### src/rtl/traffic_phase_sequencer.sv
// Single-approach traffic-light sequencer: RED -> GREEN -> YELLOW countdown with a
// flashing-yellow night override, driving the countdown/colour-select pair for the display.
module traffic_phase_sequencer #(
   parameter int TICK_DIV    = 1000,
   parameter int RED_TIME    = 30,
   parameter int GREEN_TIME  = 25,
   parameter int YELLOW_TIME = 5
) (
   input  logic       clock1KHz,
   input  logic       rst,
   input  logic       hold,
   input  logic       night,
   output logic [7:0] NUM,
   output logic       R,
   output logic       lamp_red,
   output logic       lamp_yellow,
   output logic       lamp_green,
   output logic       tick_1hz
);

   localparam int PW = (TICK_DIV > 2) ? $clog2(TICK_DIV) : 1;

   typedef enum logic [1:0] {RED, GREEN, YELLOW, FLASH} state_t;

   state_t          state_q;
   logic [PW-1:0]   presc_q, presc_d;
   logic            tick_q, tick_d;
   logic [7:0]      num_q;
   logic            r_q, red_q, yellow_q, green_q;

   // Prescaler stalls in place under hold so a release resumes the partial second.
   always_comb begin
      presc_d = presc_q;
      tick_d  = 1'b0;
      if (!hold) begin
         if (presc_q == PW'(TICK_DIV - 1)) begin
            presc_d = '0;
            tick_d  = 1'b1;
         end else begin
            presc_d = presc_q + 1'b1;
         end
      end
   end

   always_ff @(posedge clock1KHz or posedge rst) begin
      if (rst) begin
         presc_q <= '0;
         tick_q  <= 1'b0;
      end else begin
         presc_q <= presc_d;
         tick_q  <= tick_d;
      end
   end

   // Phase FSM reacts to the registered tick; night preempts both hold and the tick.
   always_ff @(posedge clock1KHz or posedge rst) begin
      if (rst) begin
         state_q  <= RED;
         num_q    <= 8'(RED_TIME);
         r_q      <= 1'b1;
         red_q    <= 1'b1;
         yellow_q <= 1'b0;
         green_q  <= 1'b0;
      end else if (night && state_q != FLASH) begin
         state_q  <= FLASH;
         num_q    <= 8'd0;
         r_q      <= 1'b0;
         red_q    <= 1'b0;
         yellow_q <= 1'b0;
         green_q  <= 1'b0;
      end else if (!hold && tick_q) begin
         unique case (state_q)
            RED: begin
               if (num_q == 8'd1) begin
                  state_q <= GREEN;
                  num_q   <= 8'(GREEN_TIME);
                  r_q     <= 1'b0;
                  red_q   <= 1'b0;
                  green_q <= 1'b1;
               end else begin
                  num_q <= num_q - 8'd1;
               end
            end
            GREEN: begin
               if (num_q == 8'd1) begin
                  state_q  <= YELLOW;
                  num_q    <= 8'(YELLOW_TIME);
                  green_q  <= 1'b0;
                  yellow_q <= 1'b1;
               end else begin
                  num_q <= num_q - 8'd1;
               end
            end
            YELLOW: begin
               if (num_q == 8'd1) begin
                  state_q  <= RED;
                  num_q    <= 8'(RED_TIME);
                  r_q      <= 1'b1;
                  yellow_q <= 1'b0;
                  red_q    <= 1'b1;
               end else begin
                  num_q <= num_q - 8'd1;
               end
            end
            FLASH: begin
               if (!night) begin
                  state_q  <= RED;
                  num_q    <= 8'(RED_TIME);
                  r_q      <= 1'b1;
                  red_q    <= 1'b1;
                  yellow_q <= 1'b0;
               end else begin
                  yellow_q <= ~yellow_q;
               end
            end
         endcase
      end
   end

   assign NUM         = num_q;
   assign R           = r_q;
   assign lamp_red    = red_q;
   assign lamp_yellow = yellow_q;
   assign lamp_green  = green_q;
   assign tick_1hz    = tick_q;

endmodule

### config.mk
export PLATFORM = sky130hd
export DESIGN_NAME = traffic_phase_sequencer
export DESIGN_NICKNAME = d
export VERILOG_FILES = /design/src/rtl/traffic_phase_sequencer.sv
export SDC_FILE = /design/constraint.sdc
export NUM_CORES = 1
export LEC_CHECK = 0
export CAP_MARGIN = 10
export CORE_ASPECT_RATIO = 1.75
export CORE_MARGIN = 2
export CORE_UTILIZATION = 35
export CTS_CLUSTER_DIAMETER = 50
export CTS_CLUSTER_SIZE = 8
export DETAILED_ROUTE_END_ITERATION = 7
export PLACE_DENSITY = 0.54
export SYNTH_ARGS = -nofsm -noshare
export SYNTH_HDL_FRONTEND = slang
export SYNTH_SLANG_ARGS = --single-unit
### constraint.sdc
create_clock -name clock1KHz -period 2.5 [get_ports clock1KHz]
set_input_delay 0.25 -clock clock1KHz [delete_from_list [all_inputs] [get_ports clock1KHz]]
set_output_delay 0.25 -clock clock1KHz [all_outputs]
set_load 0.05 [all_outputs]
=== After elaboration in Yosys (flattened, before gate mapping) ===
Cells that the tools add are included.

* Flip-flop bits (word level): 24
* Input bits: 4

* Add/subtract/negate cells: 2
* Equal/unequal tests: 10
* Muxes and demuxes: 30
* Bitwise gates (word level): 1
* Reductions and logical operators: 13

{| class="wikitable"
|+ Operators by type and width
! kind !! count
|-
| 2-to-1 mux 8 bit || 6
|-
| one-hot mux 8 bit (4 select lines) || 1
|-
| 2-to-1 mux 1 bit || 12
|-
| 2-to-1 mux 2 bit || 6
|-
| inequality test 3 bit, second input constant || 4
|-
| adder 10 x 1 -> 10 bit, second input constant || 1
|-
| == test 10 bit, second input constant || 1
|-
| 2-to-1 mux 10 bit || 1
|-
| AND reduction 5 bit || 2
|-
| == test 8 x 1 -> 1 bit, second input constant || 1
|-
| one-hot mux 2 bit (4 select lines) || 1
|-
| AND reduction 4 bit || 2
|-
| nonzero test 4 bit || 2
|-
| subtractor 8 x 1 -> 8 bit, second input constant || 1
|-
| one-hot mux 1 bit (3 select lines) || 2
|-
| == test 2 bit, second input constant || 2
|-
| nonzero test 3 bit || 1
|-
| == test 2 x 1 -> 1 bit, second input constant || 1
|-
| logical AND 1 bit || 2
|-
| zero test 2 bit || 1
|-
| inequality test 2 bit, second input constant || 1
|-
| one-hot mux 1 bit (2 select lines) || 1
|-
| AND reduction 2 bit || 1
|-
| nonzero test 2 bit || 1
|-
| 2 further kinds || 2
|}

=== Longest topological paths before layout ===
Gate-level depths: netlist (run 1).

* Depth after elaboration: 5
* Gate-level depth with buffers: 8
* Depth with buffers taken out: 7

=== Worst setup path before layout (run 1) ===
No wires, ideal clock.

* Path kind: register to register
* Start: reg num_q[5], in the netlist NUM[5]
* End: reg yellow_q, in the netlist lamp_yellow
* Setup time: 0.100 ns
* Data arrival time: 1.911 ns
* Slack: 0.489 ns
* Cell stages (with the launch flop): 7
* Path buffers: 1
* Period minus slack after synthesis: 2.011 ns
* Cells stage by stage: dfrtp_1 > nor4_2 > and3_1 > buf_6 > o31ai_2 > or3b_1 > a311oi_1

* Cells in the longest elaborated chain, start to end: 3
* Elaborated cells on any way between the ends: 4
* Classes of those cells: eq/ne (3); reduce/logical (1)

{| class="wikitable"
|+ Ends and longest elaborated chain
! element !! line !! RTL
|-
| from (decl) || 28 || <nowiki>logic [7:0] num_q;</nowiki>
|-
| from (signal assigned) || 59 || <nowiki>num_q <= 8'(RED_TIME);</nowiki>
|-
| from (signal assigned) || 76 || <nowiki>num_q <= 8'(GREEN_TIME);</nowiki>
|-
| from (signal assigned) || 81 || <nowiki>num_q <= num_q - 8'd1;</nowiki>
|-
| == test 8 x 1 -> 1 bit * || 85, 95 ||
|-
| inequality test 3 bit (no source line) || -- ||
|-
| AND reduction 4 bit (no source line) * || -- ||
|-
| to (signal assigned) || 113 || <nowiki>yellow_q <= ~yellow_q;</nowiki>
|-
| to (decl) || 29 || <nowiki>logic r_q, red_q, yellow_q, green_q;</nowiki>
|}

Mark *: on every way between the ends. The rest lies on a longest branch, timed or not.
A chain may end at the register's enable or synchronous reset.

=== Worst setup path in the final report (run 1) ===
Same ends and word-level chain as after synthesis.

==> summary by stage, run 1 <==
Worst setup path
The data arrival time of the worst path is ~2.2 ns. Among all stages on the critical path, the largest delay is contributed by sky130_fd_sc_hd__dfrtp_1. The worst register-to-register path ends at lamp_yellow. Along the worst path, the maximum fanout reaches 7. The required time of the worst setup path is around 2.7 ns. The stage delay of the slowest cell on the critical path is between 0.4 and 0.5 ns.

The startpoint identified for the worst register-to-register timing path is NUM[5]. The capturing element type of the critical path is a flop. The worst register-to-register path has a depth of 5. The setup slack of the most critical reg-to-reg path is 0.44 ns. The timing startpoint of the critical path is NUM[5]. Traced cell by cell, the critical path runs through nor4_2 -> and3_1 -> o31ai_2 -> or3b_1 -> a311oi_1.

The critical path is of the flop to flop type. The startpoint class of the critical path is a flop. Following the worst setup path forward leads to its endpoint at lamp_yellow.

Yosys
The mean post-synth cell area is roughly 9.4 um^2. The fraction of synthesized cell area taken by the top area cell type is 32.5%. The leading area contributor after synthesis is sky130_fd_sc_hd__dfrtp_1. Yosys printed 0 warnings. The mapped netlist covers approximately 0.0015 mm^2. The number of nets in the synthesized netlist is roughly 170. Among all flip-flop cells after synthesis, the most frequent one is sky130_fd_sc_hd__dfrtp_1.

Counting flops with a built-in enable in the synthesized netlist gives 0. The synthesized design contains 24 register bits. By area the synthesized netlist is led by sky130_fd_sc_hd__dfrtp_1, sky130_fd_sc_hd__dfstp_2, sky130_fd_sc_hd__nor2_1. The share of the Yosys chip area taken by registers is 41.4%. Counting flops with an async set or reset pin after synthesis yields a share of between 90% and 100%.

The post-synthesis instance total is approximately 160. In this run, distinct cell masters in the synthesized netlist total 42.

CTS
The post-cts hold buffer count is 0. The clock passes through at most 2 buffers. The library cell used as clock root buffer is sky130_fd_sc_hd__clkbuf_8. The clock slew at the register clock pins of the worst setup and hold paths is 0.08 ns. After clock tree synthesis, the setup repair step added 0 buffers. The clock sink count is 24. CTS built an H-tree with a depth of 1. Clock latency on the worst-skew pair, taken at its later pin, is around 0.26 ns. TritonCTS built the clock tree. The clock buffer count from CTS is 3.

The number of gates resized after CTS was 0.

Timing
The worst max-slew margin expressed relative to the limit is between 60 and 70%. The final period utilization is just over 80%. Setup repair after global routing left no endpoint under its margin. The count of endpoints failing setup in the final report is 0. The final-layout setup total negative slack is 0 ns. Based on the critical path, the design can be clocked at up to 486 MHz. The shortest period the worst path allows is between 2 and 2.5 ns. The number of max-slew violations in the final report came to 0.

At the pin with the least slew margin, the transition time is around 0.50 ns. The worst clock skew is 0.00412 ns. The number of hold violations in the final report is 0.

Cells and area
The post-route netlist has between 10 and 15% of its cells at a drive strength greater than 1. The area of combinational cells with multiple inputs is 779 um^2. The most common library cell in the layout ignoring fill and taps is sky130_fd_sc_hd__nor2_1. After the flow finishes, the layout carries non-filler instances totaling between 200 and 250.

The count of antenna diodes in the layout is 0. The net count of the finished layout is 185. The number of inserted filler cells in the final layout is 400. In the layout the commonest cells are sky130_fd_sc_hd__nor2_1, sky130_fd_sc_hd__dfrtp_1, sky130_fd_sc_hd__clkdlybuf4s50_1. The area growth from synthesis to layout is 18.4%.

Across the whole layout, storage elements account for ~610 um^2.

Die
The initial utilization of the core area, before any placement, comes to 36.0%. The area of the die is 0.00474 mm^2. Measured along the x axis, the die boundary spans about 53 um. In this run the standard cell core region covers slightly above 0.004 mm^2. The count of boundary I/O pins is 17. Measured along the y axis, the die boundary spans approximately 90 um. The floorplan has 31 rows.

Placed design
The half-perimeter wire length after detailed placement is about 2500 um. Routability-driven placement finished with a final weighted congestion of 0.801. The cell total after placement is around 220. Port buffering added 16 buffers.

Global route
The wire length of the first global-routing pass is roughly 5100 um. The via count of the first global-routing pass is 1,147. The overall fraction of global-route tracks in use is between 10 and 15%. Entering global routing, the biggest net connects 25 pins. Global routing finished with a remaining overflow of 0. The initial antenna violation count came to 0.

Power
The static power due to leakage is between 0.0007 and 0.0008 uW. The net switching fraction of the power is 41.5%. The sequential share of power is a little over a third. VDD sags by at most 609 uV. The internal power consumption is roughly 1000 uW. Combinational logic is responsible for 45.5% of the overall power. The clock network fraction of total power is 19.2%.

For this design the ratio of total power to cell area is 1000 mW/mm^2. The analysis attributes to net switching a power of slightly above 700 uW.

Job
Across the run, the number of max-cap violations was 0.

Routing
In this run, the number of DRC markers left after iteration 0 of detailed routing was 10. The final routed wirelength across all metal layers is 3150 um. The remaining design rule violation count is 0. The first TritonRoute pass finished after 4 iterations.

Using the TritonRoute via totals, the vias-per-cell ratio works out to ~5.2. Summing over every cut layer, the via total after detailed routing is around 1,200. The routed length per instance is 14.2 um.

The detail route stage leaves a number of antenna-violating nets equal to 0.

Worst hold path
The kind of path behind the tightest hold check is input port to async pin.

Status
The run finished with clean final reports.
## worst max-delay path, delay by kind of cell (launching register included)
kind	cells	cell delay [ns]
and+or+nand+nor	3	1.10
DFF	1	0.44
AOI/OAI and AO/OA	2	0.42
## synth_stat cells (2+ instances only)
| cell | instances |
|---|---|
| sky130_fd_sc_hd__clkbuf_1 | 2 |
| sky130_fd_sc_hd__nand4_1 | 2 |
| sky130_fd_sc_hd__ha_1 | 7 |
| sky130_fd_sc_hd__mux2i_1 | 2 |
| sky130_fd_sc_hd__nor2_1 | 25 |
| sky130_fd_sc_hd__a32o_1 | 2 |
| sky130_fd_sc_hd__nor3_1 | 4 |
| sky130_fd_sc_hd__mux2_2 | 2 |
| sky130_fd_sc_hd__xnor2_1 | 10 |
| sky130_fd_sc_hd__buf_6 | 2 |
| sky130_fd_sc_hd__nand3_1 | 3 |
| sky130_fd_sc_hd__nand2_1 | 13 |
| sky130_fd_sc_hd__a2111oi_0 | 2 |
| sky130_fd_sc_hd__nand2b_1 | 3 |
| sky130_fd_sc_hd__a31oi_1 | 3 |
| sky130_fd_sc_hd__o22ai_1 | 2 |
| sky130_fd_sc_hd__xor2_1 | 4 |
| sky130_fd_sc_hd__a21oi_1 | 7 |
| sky130_fd_sc_hd__dfrtp_1 | 19 |
| sky130_fd_sc_hd__o21ai_0 | 6 |
| sky130_fd_sc_hd__and4_1 | 2 |
| sky130_fd_sc_hd__buf_4 | 2 |
| sky130_fd_sc_hd__dfstp_2 | 5 |
| sky130_fd_sc_hd__nor3b_2 | 2 |
| sky130_fd_sc_hd__inv_1 | 7 |
| sky130_fd_sc_hd__a21boi_0 | 2 |
## cells by family after synthesis
kind of cell             after synthesis  synth area share (%)
AO/OA/AOI/OAI                         28                  12.8
buffers and inverters                 14                  5.38
AND/OR/NAND/NOR                       65                  23.1
adder cells (fa/ha/maj)                7                  5.98
flip-flops                            24                  41.4
multiplexers                           4                  2.90
XOR/XNOR                              14                  8.37
## how the worst min path moves through the flow
stage | startpoint | to | cells past startpoint
finish | rst | NUM[0] | 3
global route | rst | state_q[1] | 3
CTS | rst | NUM[0] | 3
detailed placement | lamp_red | lamp_red | 2
global placement | lamp_red | lamp_red | 2
floorplan | rst | NUM[0] | 1
## through the flow
step / setup WS, ns / cell area (um^2) / hold slack, ns / util, % / power [uW]
after CTS: 0.455 / 1740 / 0.329 / 42.6 / 1760
after global placement: 0.478 / 1660 / 0.482 / 40.9 / 1410
after detailed placement: 0.436 / 1660 / 0.484 / 40.9 / 1410
after global routing: 0.368 / 1740 / 0.344 / 42.6 / 1870
after floorplan: 0.489 / 1470 / 0.261 / - / 1210
final: 0.441 / 1740 / 0.318 / 42.6 / 1740
## flip-flops by register name (all words and copies together), names as in the netlist
register / cells
NUM: 8
lamp_green: 1
lamp_red: 1
lamp_yellow: 1
presc_q: 10
state_q: 2
tick_1hz: 1
## layout make-up
type,instances,share of cell area [%]
clock inverters,1,1.73
well taps,49,3.53
flip-flops and latches,24,35.0
clock buffers,3,2.38
inverters,7,1.51
repair buffers,20,11.0
multi-input cells,118,44.9
## power groups by stage
stage | Sequential, uW | Clock (uW) | Combinational (uW)
final | 616 | 334 | 792
after floorplan | 704 | 0 | 511
after CTS | 614 | 350 | 797
after global routing | 633 | 364 | 870
after global placement | 617 | 0 | 788
after detailed placement | 621 | 0 | 792
## layer usage
layer | vias up | GRT usage, % | routed length (um)
met1 | 554 | 14.6 | 1270
met2 | 23 | 27.8 | 1710
met5 | - | 0 | 0
met4 | 0 | 7.23 | 93
met3 | 6 | 1.99 | 63
li1 | 573 | - | -
Note: power is estimated with default switching activity, not from simulation.
==> inputs of run 2 (changes only) <==
PLACE_DENSITY = 0.56   (was 0.54)
clock period = 1.8 ns   (was 2.5 ns; I/O delays follow)
==> run 2 against run 1 <==
  * Utilization grew 3.6 points
  * Final cell count up 8.1%
  * Total power is 41% higher
  * Clock-buffer cell count up 1
  * Critical path depth unchanged
  * Register-to-register slack got worse by 0.42 ns
  * First-iteration DRC count rose by 80%
  * Critical endpoint unchanged
  * Largest cell class unchanged
  * Highest routed layer unchanged
==> summary by stage, run 2 (synthesized netlist as in run 1, its figures left out) <==
Status
The run finished with clean final reports.

Worst setup path
The highest fanout seen on the critical path is 4 (-3). The startpoint class of the critical path is a flop. The critical path is of the flop to flop type. The reg-to-reg startpoint is NUM[4]. The capturing element type of the critical path is a flop.

The setup slack of the most critical reg-to-reg path is 0.03 ns (-0.42 ns). The data arrival time of the worst path is 1.95 ns (-0.28 ns). The timing startpoint of the critical path is NUM[4]. The worst register-to-register path ends at lamp_yellow.

The required time of the worst setup path is 1.98 ns (-0.69 ns). The number of cells on the worst reg-to-reg path is 5 (unchanged). The critical path ends at lamp_yellow.

Routing
The routed length per instance came to 14.4 um (+1.8%). The via density per instance is 5.17 (-0.70%). The first-pass detailed-route iteration total is 4 (unchanged).

The violation count after the first detailed-route iteration was 18 (+8). The via total after detailed routing is 1,241 (+7.4%). The post-detailed-route count of antenna-violating nets is 0 (unchanged). The final routed wirelength across all metal layers is 3460 um (+10%). The remaining design rule violation count is 0 (unchanged).

Job
The max-cap check violation count is 0 (unchanged).

Timing
The shortest period the worst path allows was 1.77 ns (-0.285 ns). The final period utilization came to 98.6% (+16 points). The worst max-slew margin expressed relative to the limit is 65.8% (-0.95 points).

Setup repair after global routing could not meet its margin everywhere. The highest achievable clock rate came to 564 MHz (+16%). The worst clock skew is 0.00599 ns (+0.00187 ns). The actual transition at the worst max-transition pin is 0.511 ns (+0.0143 ns). The count of endpoints failing setup in the final report was 0 (unchanged). The number of max-slew violations in the final report was 0 (unchanged). The least setup slack across all paths after layout was 0.0256 ns (-0.415 ns). The number of hold violations in the final report is 0 (unchanged).

Global route
The via count of the first global-routing pass is 1,316 (+15%). The largest net degree at the start of global routing is 25 (unchanged). The wire length of the first global-routing pass is 5770 um (+13%).

The initial antenna violation count came to 0 (unchanged). The total overflow reported by the global router is 0 (unchanged). The overall fraction of global-route tracks in use is 16.6% (+2.1 points).

Cells and area
The net total in the final layout is 203 (+9.7%). The ratio of cells with drive above 1 in the final layout is 26.2% (+15 points). The count of antenna diodes in the layout is 0 (unchanged).

The sequential cell area in the final layout was 609 um^2 (+0.41%). Leaving out fill and tap cells, the most frequent cells in the layout are sky130_fd_sc_hd__buf_4, sky130_fd_sc_hd__nor2_1, sky130_fd_sc_hd__dfrtp_1. The library cell used most frequently in the layout, excluding fill and tap cells, is sky130_fd_sc_hd__buf_4. The area of combinational cells with multiple inputs came to 826 um^2 (+5.9%). The non-filler instance count after layout came to 240 (+8.1%).

The number of flip-flops under the largest register name was 10 (unchanged). Compared with the post-synthesis result, the final layout area differs by 28.4%. The number of inserted filler cells in the final layout is 413 (+3.3%).

The register with the most flip-flops in the final layout is presc_q.

Power
The worst supply voltage drop on vdd is 870 uV (+43%). The static power due to leakage was 0.000832 uW (+16%). The power density over cell area is 1310 mW/mm^2 (+30%).

CTS
The clock slew at the register clock pins of the worst setup and hold paths is 0.09 ns (about the same). The number of buffers between clock root and the deepest sink is 2 (unchanged). The number of post-CTS setup repair buffers is 0 (unchanged). The clock buffer count from CTS is 3 (unchanged). TritonCTS built the clock tree.

The tree is rooted in a sky130_fd_sc_hd__clkbuf_8. The clock sink count is 24 (unchanged). The clock latency reported for the late side of the worst-skew pair is 0.27 ns (about the same).

The H-tree depth is 1 (unchanged).

Placed design
The pre-CTS setup slack was -0.0483 ns (-0.485 ns). The half-perimeter wire length after detailed placement is 2740 um (+11%). The routability congestion estimate is 0.868 (+8.4%).

The cell total after placement came to 236 (+8.3%). The number of port buffers is 16 (unchanged).

Worst hold path
The kind of path behind the tightest hold check is input port to async pin.

Die
The area of the placeable core is 0.00407 mm^2 (unchanged). The cell row count came to 31 (unchanged). The overall die height is 89.6 um (unchanged).

The count of boundary I/O pins was 17 (unchanged). The starting density of the core is 36.0% (unchanged). The area of the die is 0.00474 mm^2 (unchanged). The floorplan die width was 52.9 um (unchanged).
[run 2: cell type report]
type                            count  share of cell area [%]
Multi-Input combinational cell    118                    43.9
Sequential cell                    24                    32.4
Inverter                            7                    1.40
Clock buffer                        4                    2.40
Timing Repair Buffer               38                    16.6
Tap cell                           49                    3.26
[run 2: repair_timing]
action                                  4_1_cts  5_1_grt
hold buffers                                  0        0
pin swaps                                     0        1
endpoints found under the setup margin        1        6
resized for setup                             3        6
endpoints found under the hold margin         0        0
[run 2: through the flow]
step	hold slack [ns]	total power, uW	setup TNS [ns]	cell area (um^2)	utilization, %
2_1_floorplan	0.191	1710	-0.0605	1490	-
4_1_cts	0.265	2440	0	1860	45.8
3_5_place_dp	0.483	2100	-0.203	1810	44.5
5_1_grt	0.314	2660	-0.113	1880	46.2
6_report	0.262	2460	0	1880	46.2
3_3_place_gp	0.475	2070	0	1810	44.5
[run 2: how the worst min path moves through the flow]
stage                  start  depth (start not counted)          to  slack [ns]
detailed placement  lamp_red                          2    lamp_red        0.48
floorplan                rst                          1      NUM[6]        0.19
finish                   rst                          3      NUM[0]        0.26
global route             rst                          3  presc_q[1]        0.31
global placement    lamp_red                          2    lamp_red        0.48
CTS                      rst                          3      NUM[6]        0.27
[run 2: power by group]
| group | switching [uW] | internal [uW] | total, uW |
|---|---|---|---|
| Clock | 172 | 158 | 330 |
| Sequential | 161 | 690 | 851 |
| Combinational | 738 | 544 | 1280 |
[run 2: routing by layer]
| layer | vias up | global-route usage (%) | share of wire, % |
|---|---|---|---|
| li1 | 607 | - | - |
| met1 | 613 | 15.9 | 37 |
| met2 | 16 | 32.4 | 58 |
| met3 | 5 | 2.98 | 3.1 |
| met4 | 0 | 8.16 | 1.8 |
| met5 | - | 0 | 0 |
[run 2: worst max-delay path: stages (launching register included)]
cell and delay [ns]:
sky130_fd_sc_hd__dfstp_2 0.39, sky130_fd_sc_hd__nor4_4 0.33, sky130_fd_sc_hd__and3_4 0.28, sky130_fd_sc_hd__o31ai_4 0.08, sky130_fd_sc_hd__or3b_1 0.35, sky130_fd_sc_hd__a311oi_1 0.25
==> inputs of run 3 (changes only) <==
CTS_CLUSTER_DIAMETER = 30   (was 50)
==> results of run 3 <==
Same layout as run 2: the final DEF is identical, and so are final timing and power.
